==> src/rtl/sdf_bitrev_reorder_pkg.sv <==
// Shared NTT package: default datapath sizes and the bit-reverse helper.
// Used by the reorder buffer and reused by the sdf twiddle ROM addressing.
package sdf_bitrev_reorder_pkg;

    localparam int DATA_WIDTH = 64;
    localparam int ADDR_WIDTH = 4;

    // Reverse the low w bits of a (w <= 32). The full 32-bit word is
    // mirrored, then shifted down so the w-bit field lands at bit 0.
    function automatic logic [31:0] bitrev(input logic [31:0] a,
                                           input int          w);
        logic [31:0] r;
        r = {<<{a}};
        return r >> (32 - w);
    endfunction

endpackage

==> src/rtl/sdf_bitrev_reorder_pingpong_ram.sv <==
// sdf_pingpong_ram: two banks of 2**addr_width words, one write port and
// one combinational read port, each with its own bank select.
//   clk      : write clock
//   we_i     : write enable; wbank_i/waddr_i/wdata_i address and data
//   rbank_i  : read bank;  raddr_i read address; rdata_o read data
import sdf_bitrev_reorder_pkg::*;

module sdf_pingpong_ram #(
    parameter int data_width = DATA_WIDTH,
    parameter int addr_width = ADDR_WIDTH
) (
    input  logic                  clk,
    input  logic                  we_i,
    input  logic                  wbank_i,
    input  logic [addr_width-1:0] waddr_i,
    input  logic [data_width-1:0] wdata_i,
    input  logic                  rbank_i,
    input  logic [addr_width-1:0] raddr_i,
    output logic [data_width-1:0] rdata_o
);

    localparam int N = 1 << addr_width;

    logic [data_width-1:0] mem_q [2][N];

    // Storage is deliberately not reset.
    always_ff @(posedge clk) begin
        if (we_i) begin
            mem_q[wbank_i][waddr_i] <= wdata_i;
        end
    end

    assign rdata_o = mem_q[rbank_i][raddr_i];

endmodule

==> src/rtl/sdf_bitrev_reorder.sv <==
// Ping-pong reorder buffer: bit-reversed NTT frames in, natural order out.
// Ports:
//   clk, rst_n              : clock, async active-low reset
//   in_valid, in_data       : bit-reversed input stream (cannot stall)
//   in_ready                : current write bank free (informational)
//   out_valid/ready/data    : natural-order valid/ready output
//   out_last                : word N-1 of a frame
//   frame_done_tick         : pulse after the out_last handshake
//   overflow                : sticky, set when a sample is dropped
import sdf_bitrev_reorder_pkg::*;

module sdf_bitrev_reorder #(
    parameter int data_width = DATA_WIDTH,
    parameter int addr_width = ADDR_WIDTH
) (
    input  logic                  clk,
    input  logic                  rst_n,
    input  logic                  in_valid,
    input  logic [data_width-1:0] in_data,
    output logic                  in_ready,
    output logic                  out_valid,
    input  logic                  out_ready,
    output logic [data_width-1:0] out_data,
    output logic                  out_last,
    output logic                  frame_done_tick,
    output logic                  overflow
);

    localparam logic [addr_width-1:0] LAST = '1;

    logic [1:0]            full_q, full_d;
    logic                  wbank_q, wbank_d;
    logic                  rbank_q, rbank_d;
    logic [addr_width-1:0] wcnt_q, wcnt_d;
    logic [addr_width-1:0] rcnt_q, rcnt_d;
    logic                  ov_q, ov_d;
    logic                  ol_q, ol_d;
    logic [data_width-1:0] od_q, od_d;
    logic                  tick_q, tick_d;
    logic                  ovf_q, ovf_d;

    logic                  wr_fire, wr_end, rd_load, rd_end;
    logic [addr_width-1:0] waddr;
    logic [data_width-1:0] rdata;

    assign wr_fire = in_valid && !full_q[wbank_q];
    assign wr_end  = wr_fire && (wcnt_q == LAST);
    assign rd_load = (!ov_q || out_ready) && full_q[rbank_q];
    assign rd_end  = rd_load && (rcnt_q == LAST);
    assign waddr   = addr_width'(bitrev(32'(wcnt_q), addr_width));

    sdf_pingpong_ram #(
        .data_width (data_width),
        .addr_width (addr_width)
    ) u_ram (
        .clk     (clk),
        .we_i    (wr_fire),
        .wbank_i (wbank_q),
        .waddr_i (waddr),
        .wdata_i (in_data),
        .rbank_i (rbank_q),
        .raddr_i (rcnt_q),
        .rdata_o (rdata)
    );

    always_comb begin
        // Fill and drain always target different banks, so both
        // updates can land in the same cycle.
        full_d = full_q;
        if (rd_end) full_d[rbank_q] = 1'b0;
        if (wr_end) full_d[wbank_q] = 1'b1;

        wcnt_d  = wr_fire ? wcnt_q + 1'b1 : wcnt_q;
        wbank_d = wbank_q ^ wr_end;
        rcnt_d  = rd_load ? rcnt_q + 1'b1 : rcnt_q;
        rbank_d = rbank_q ^ rd_end;

        ov_d = ov_q;
        ol_d = ol_q;
        od_d = od_q;
        if (rd_load) begin
            ov_d = 1'b1;
            ol_d = (rcnt_q == LAST);
            od_d = rdata;
        end else if (out_ready && ov_q) begin
            ov_d = 1'b0;
            ol_d = 1'b0;
        end

        tick_d = ov_q && out_ready && ol_q;
        ovf_d  = ovf_q || (in_valid && full_q[wbank_q]);
    end

    always_ff @(posedge clk or negedge rst_n) begin
        if (!rst_n) begin
            full_q  <= '0;
            wbank_q <= 1'b0;
            rbank_q <= 1'b0;
            wcnt_q  <= '0;
            rcnt_q  <= '0;
            ov_q    <= 1'b0;
            ol_q    <= 1'b0;
            od_q    <= '0;
            tick_q  <= 1'b0;
            ovf_q   <= 1'b0;
        end else begin
            full_q  <= full_d;
            wbank_q <= wbank_d;
            rbank_q <= rbank_d;
            wcnt_q  <= wcnt_d;
            rcnt_q  <= rcnt_d;
            ov_q    <= ov_d;
            ol_q    <= ol_d;
            od_q    <= od_d;
            tick_q  <= tick_d;
            ovf_q   <= ovf_d;
        end
    end

    assign in_ready        = !full_q[wbank_q];
    assign out_valid       = ov_q;
    assign out_last        = ol_q;
    assign out_data        = od_q;
    assign frame_done_tick = tick_q;
    assign overflow        = ovf_q;

endmodule

==> config.mk <==
export PLATFORM = sky130hd
export DESIGN_NAME = sdf_bitrev_reorder
export DESIGN_NICKNAME = d
export VERILOG_FILES = /design/src/rtl/sdf_bitrev_reorder_pkg.sv /design/src/rtl/sdf_bitrev_reorder_pingpong_ram.sv /design/src/rtl/sdf_bitrev_reorder.sv
export SDC_FILE = /design/constraint.sdc
export NUM_CORES = 2
export LEC_CHECK = 0
export CAP_MARGIN = 20
export CORE_MARGIN = 1
export CORE_UTILIZATION = 55
export DETAILED_ROUTE_END_ITERATION = 7
export MAX_ROUTING_LAYER = met4
export PLACE_DENSITY = 0.7
export SLEW_MARGIN = 10
export SYNTH_ARGS = -nofsm -noshare
export SYNTH_HDL_FRONTEND = slang
export SYNTH_HIERARCHICAL = 1
export SYNTH_SLANG_ARGS = --single-unit
==> constraint.sdc <==
create_clock -name clk -period 5.2 [get_ports clk]
set_input_delay 1.56 -clock clk [delete_from_list [all_inputs] [get_ports clk]]
set_output_delay 1.56 -clock clk [all_outputs]
set_load 0.02 [all_outputs]
======== Word-level counts from Yosys, hierarchy flattened ========
Memories as Yosys holds them, arrays and structs flattened.
Cells that the tools add are included.
word-level totals
  output and inout bits ................... 69
  register bits after elaboration ......... 80
  word-level logic and storage cells ...... 64
  memories kept ........................... 1
  memory bits (writable) .................. 2,048
  bits in latches ......................... 0
  memory bits (read-only) ................. 0
  bits of input ports ..................... 68
cells by class
  equal/unequal tests ..................... 2
  mux-type cells .......................... 20
  reductions and logical operators ........ 15
  add/sub/neg operators ................... 2
  multipliers ............................. 0
  bitwise operators ....................... 7
  shift-type cells ........................ 0
  div/mod/pow operators ................... 0
  magnitude comparators ................... 7
memory list
  memory       depth  bits a word  rd ports  clocked after memory_dff  write ports  RTL line                               text
  u_ram.mem_q  2      1,024        1         0                         1            sdf_bitrev_reorder_pingpong_ram.sv:24  logic [data_width-1:0] mem_q [2][N];
operator list
  operator             count
  $mux 1024            1
  $bmux 64 s4          1
  $demux 64 s4         1
  $mux 64              3
  $ge 5x5->1 const B   2
  $logic_and 1x1->1    10
  $mux 1               10
  $not 4->5            2
  $add 4x1->4 const B  2
  $eq 4x4->1 const B   2
  $lt 5x1->1 const B   1
  $lt 1x2->1 const B   2
  $mux 2               2
  $and 2x2->2          1
  $demux 1 s1          2
  $ge 1x1->1 const B   2
  $logic_not 1->1      2
  $logic_or 1x1->1     2
  $not 2->2            1
  $or 2x2->2           1
  $reduce_bool 2->1    1
  $xor 1x1->1          2

======== Depth between registers and ports, before layout ========
  word-level depth ........................ 9
  gate-level depth with buffers ........... 10
  gate-level depth less buffers ........... 5

======== Cells and area by module ========
The synthesis kept the hierarchy.
modules (own cells, without submodules)
  module              sequential area each (um^2)  area an instance (um^2)  cells each  times used
  sdf_pingpong_ram    61,499.0                     77,744.6                 3,043       1
  sdf_bitrev_reorder  2,001.9                      3,230.6                  195         1

======== Least setup slack after synthesis ========
No wires, ideal clock.
  path kind ............................... input port to flip-flop
  start point ............................. in in_valid
  end point ............................... mem u_ram/mem_q[1][768] (netlist bit) (enable)
  library setup time ...................... 0.487 ns
  stages .................................. 5
  arrival time ............................ 5.092 ns
  path slack .............................. -0.378 ns
  data required time ...................... 4.713 ns
  path buffers ............................ 1
  cells stage by stage .................... nand2_1 inv_1 or3b_2 clkbuf_1 nor2_1
between the ends
  word-level cells in the longest chain between the ends .. 3
RTL lines
  element                          RTL line                               text
  from (decl)                      sdf_bitrev_reorder.sv:18               input logic in_valid,
  $logic_and 1x1->1                sdf_bitrev_reorder.sv:46               assign wr_fire = in_valid && !full_q[wbank_q];
  net wr_fire                      sdf_bitrev_reorder.sv:42               logic wr_fire, wr_end, rd_load, rd_end;
  $mux 1                           sdf_bitrev_reorder_pingpong_ram.sv:28  if (we_i) begin
  $mux 1024 (not written as such)  sdf_bitrev_reorder_pingpong_ram.sv:29  mem_q[wbank_i][waddr_i] <= wdata_i;
  to (decl)                        sdf_bitrev_reorder_pingpong_ram.sv:24
The timed path passes the listed nets, and every way through them passes these cells.

======== Worst setup path in the final report ========
  start point ............................. reg wbank_q
  end point ............................... out in_ready
between the ends
  word-level cells in the longest chain between the ends .. 3
RTL lines
  element                                     RTL line                   text
  from (decl)                                 sdf_bitrev_reorder.sv:32   logic wbank_q, wbank_d;
  from (signal assigned)                      sdf_bitrev_reorder.sv:108  wbank_q <= wbank_d;
  $mux 1 (not written as such) (2 in series)  sdf_bitrev_reorder.sv:120  assign in_ready = !full_q[wbank_q];
  $logic_not 1->1                             sdf_bitrev_reorder.sv:120
  to (decl)                                   sdf_bitrev_reorder.sv:20   output logic in_ready,
Every way passes these cells. The select of a mux whose other input is x is not followed.

==> impl_metrics.env <==
export IMPL_clk_path_buf_depth=3
export IMPL_wl_per_cell_um=33.8
export IMPL_grt_pass1_wl_mm=275
export IMPL_slew_headroom_pct=24.9
export IMPL_worstMarginPinSlew_ns=1.12
export IMPL_endpoint_kind="output pin"
export IMPL_gp_congestion=0.834
export IMPL_antenna_found_initial=14
export IMPL_ir_worst_vdd_mv=0.363
export IMPL_fp_dieW_um=386
export IMPL_clock_sinks=2128
export IMPL_maxCapViolCount=0
export IMPL_crit_start="wbank_q$_DFF_PN0_"
export IMPL_final_seq_area_um2=63500
export IMPL_cts_resized=0
export IMPL_drc=0
export IMPL_synth_seq_cells=2128
export IMPL_drtIter0Drc=4650
export IMPL_worst_setup_path_type="reg -> out"
export IMPL_ys_types=46
export IMPL_drive_above_1_share_pct=33.2
export IMPL_crit_reg2reg_launch="rcnt_q[0]$_DFFE_PN0P_"
export IMPL_post_cts_setup_buffers=0
export IMPL_cts_root_buf="clkbuf_16"
export IMPL_syn_inst=3238
export IMPL_finalSetupViolCount=0
export IMPL_wl_mm=192
export IMPL_start_util_pct=55.5
export IMPL_numCtsBuffers=208
export IMPL_postCtsHoldBufs=0
export IMPL_final_nets=3651
export IMPL_min_path_type="reg -> reg"
export IMPL_fin_setup_tns_ns=0
export IMPL_min_from="overflow$_DFF_PN0_"
export IMPL_async_reset_ff_share_pct=3.76
export IMPL_detail_route_antenna_nets=0
export IMPL_cp_arrival_ns=2.57
export IMPL_slew_violations=0
export IMPL_min_period_over_period_pct=79.4
export IMPL_htree_levels=4
export IMPL_grtUsageMet2_pct=41.0
export IMPL_clock_latency_ns=0.84
export IMPL_critPathMaxFanout=12
export IMPL_grt_pass1_vias=38335
export IMPL_area_growth_pct=15.0
export IMPL_rsz0062_at_grt="no"
export IMPL_clk_pin_slew_worst_paths_ns=0.06
export IMPL_startpoint_type="flop"
export IMPL_gr_total_overflow=0
export IMPL_netlist_area_um2=81000
export IMPL_finClkSkew_ns=0.0402
export IMPL_power_leakage_nw=29.2
export IMPL_total_power_mw=49.7
export IMPL_timing_fmax_mhz=242
export IMPL_required_ns=3.64
export IMPL_synth_nets=3308
export IMPL_met1_usage_pct=37.3
export IMPL_hold_viol=0
export IMPL_vias=37331
export IMPL_ys_warn_count=6
export IMPL_grt_usage_pct=27.3
export IMPL_die_y_um=386
export IMPL_cts_tree="done"
export IMPL_use_met3_pct=7.31
export IMPL_place_hpwl_mm=105
export IMPL_multi_input_area_um2=16800
export IMPL_core_um2=146000
export IMPL_grt_busiest_layer="met2"
export IMPL_grt_start_max_net_pins=101
export IMPL_synth_seq_area_share_pct=78.4
export IMPL_syn_area_per_cell_um2=25.0
export IMPL_vias_per_cell=6.57
export IMPL_nFillCells=9185
export IMPL_port_buffers=136
export IMPL_synth_edf_count=2048
export IMPL_fin_crit_ns=4.13
export IMPL_firstDrtPassIters=5
export IMPL_status="completed"
export IMPL_power_density_nw_per_um2=534
export IMPL_die_area_um2=149000
export IMPL_rows=140
export IMPL_ioPinCount=137
export IMPL_synthFlopType="edfxtp_1"
[critical path: stages, from the launching register on]
cell	delay (ns)
dfrtp_1	0.59
mux2i_1	0.46
clkdlybuf4s50_1	0.69
[power by group]
part           switching, mW  internal, mW
logic                   7.20          6.73
clock network           6.32          8.64
registers              0.807          20.0
total                   14.3          35.4
[metrics by stage]
stage	utilization [%]	setup slack, ns	instances	cell area (um^2)	hold WS [ns]
floorplan	-	-0.378	3238	81000	0.491
global placement	58.8	0.820	5257	85800	0.462
detailed placement	58.9	0.783	5260	85900	0.473
CTS	63.5	0.993	5647	92700	0.490
global route	63.8	0.917	5684	93200	0.523
finish	63.8	1.07	5684	93200	0.483
[per-layer routing]
| metal | share of wire [%] | wire (um) | vias to the layer above |
|---|---|---|---|
| li1 | - | - | 14729 |
| met1 | 38 | 73700 | 20129 |
| met2 | 48 | 93000 | 2168 |
| met3 | 11 | 20800 | 305 |
| met4 | 2.4 | 4590 | 0 |
| met5 | 0 | 0 | - |
[synth_stat cells (4+ instances only)]
master	count	share of area [%]
edfxtp_1	2048	76
mux4_2	597	17
mux2_2	113	1.6
dfrtp_1	80	2.5
clkbuf_1	54	0.25
buf_2	51	0.32
mux2i_1	45	0.56
nor2_1	40	0.19
buf_4	32	0.30
mux2_4	28	0.52
buf_1	21	0.097
a221oi_1	15	0.16
o21ai_0	12	0.074
o22ai_1	11	0.085
nand2_1	8	0.037
nand3_1	6	0.037
and2_1	5	0.039
buf_6	5	0.070
nand3b_1	5	0.046
nor2b_1	4	0.031
o221ai_1	4	0.043
o2bb2ai_1	4	0.043
[sequential cells by signal, indices dropped and copies added, names as in the netlist]
| signal | flops |
|---|---|
| full_q | 2 |
| wbank_q | 1 |
| frame_done_tick | 1 |
| out_data | 64 |
| rcnt_q | 4 |
| wcnt_q | 4 |
| out_last | 1 |
| overflow | 1 |
| rbank_q | 1 |
| u_ram/mem_q | 2048 |
| out_valid | 1 |
[cell usage in the layout (no fill, tap or decap), drive strengths merged, types with 4 or more instances in the layout]
master,n
edfxtp,2048
mux4,597
clkbuf,270
buf,172
mux2,141
clkdlybuf4s50,127
clkinv,87
dfrtp,80
mux2i,46
nor2,41
bufinv,21
a221oi,15
o21ai,12
o22ai,11
diode,9
nand2,8
clkinvlp,7
nand3,6
and2,5
nand3b,5
inv,5
nor2b,4
o2bb2ai,4
o221ai,4
[cells by family after synthesis]
group | share of synthesized area [%]
AO/OA/AOI/OAI | 0.572
multiplexers | 19.3
adder cells (fa/ha/maj) | 0.0309
XOR/XNOR | 0.0649
flip-flops | 78.4
buffers and inverters | 1.12
AND/OR/NAND/NOR | 0.527
[path summary, 6_finish.rpt]
path | end | slack (ns) | depth (start not counted)
setup / recovery | in_ready | 1.07 | 2
hold / removal | overflow$_DFF_PN0_ | 0.48 | 1
setup reg to reg | out_data[13]$_DFFE_PN0P_ | 1.58 | 6
hold reg to reg | overflow$_DFF_PN0_ | 0.48 | 1
max in group asynchronous | out_data[29]$_DFFE_PN0P_ | 3.67 | 2
min in group asynchronous | out_data[46]$_DFFE_PN0P_ | 0.64 | 1
[cell type report]
type / count / area share (%)
clock inverters: 117 / 1.31
repair buffers: 299 / 3.83
flip-flops and latches: 2128 / 68.2
multi-input cells: 941 / 18.0
clock buffers: 270 / 6.02
well taps: 1917 / 2.57
inverters: 3 / 0.0121
diodes: 9 / 0.0242
Power figures use the tool's default switching activity.
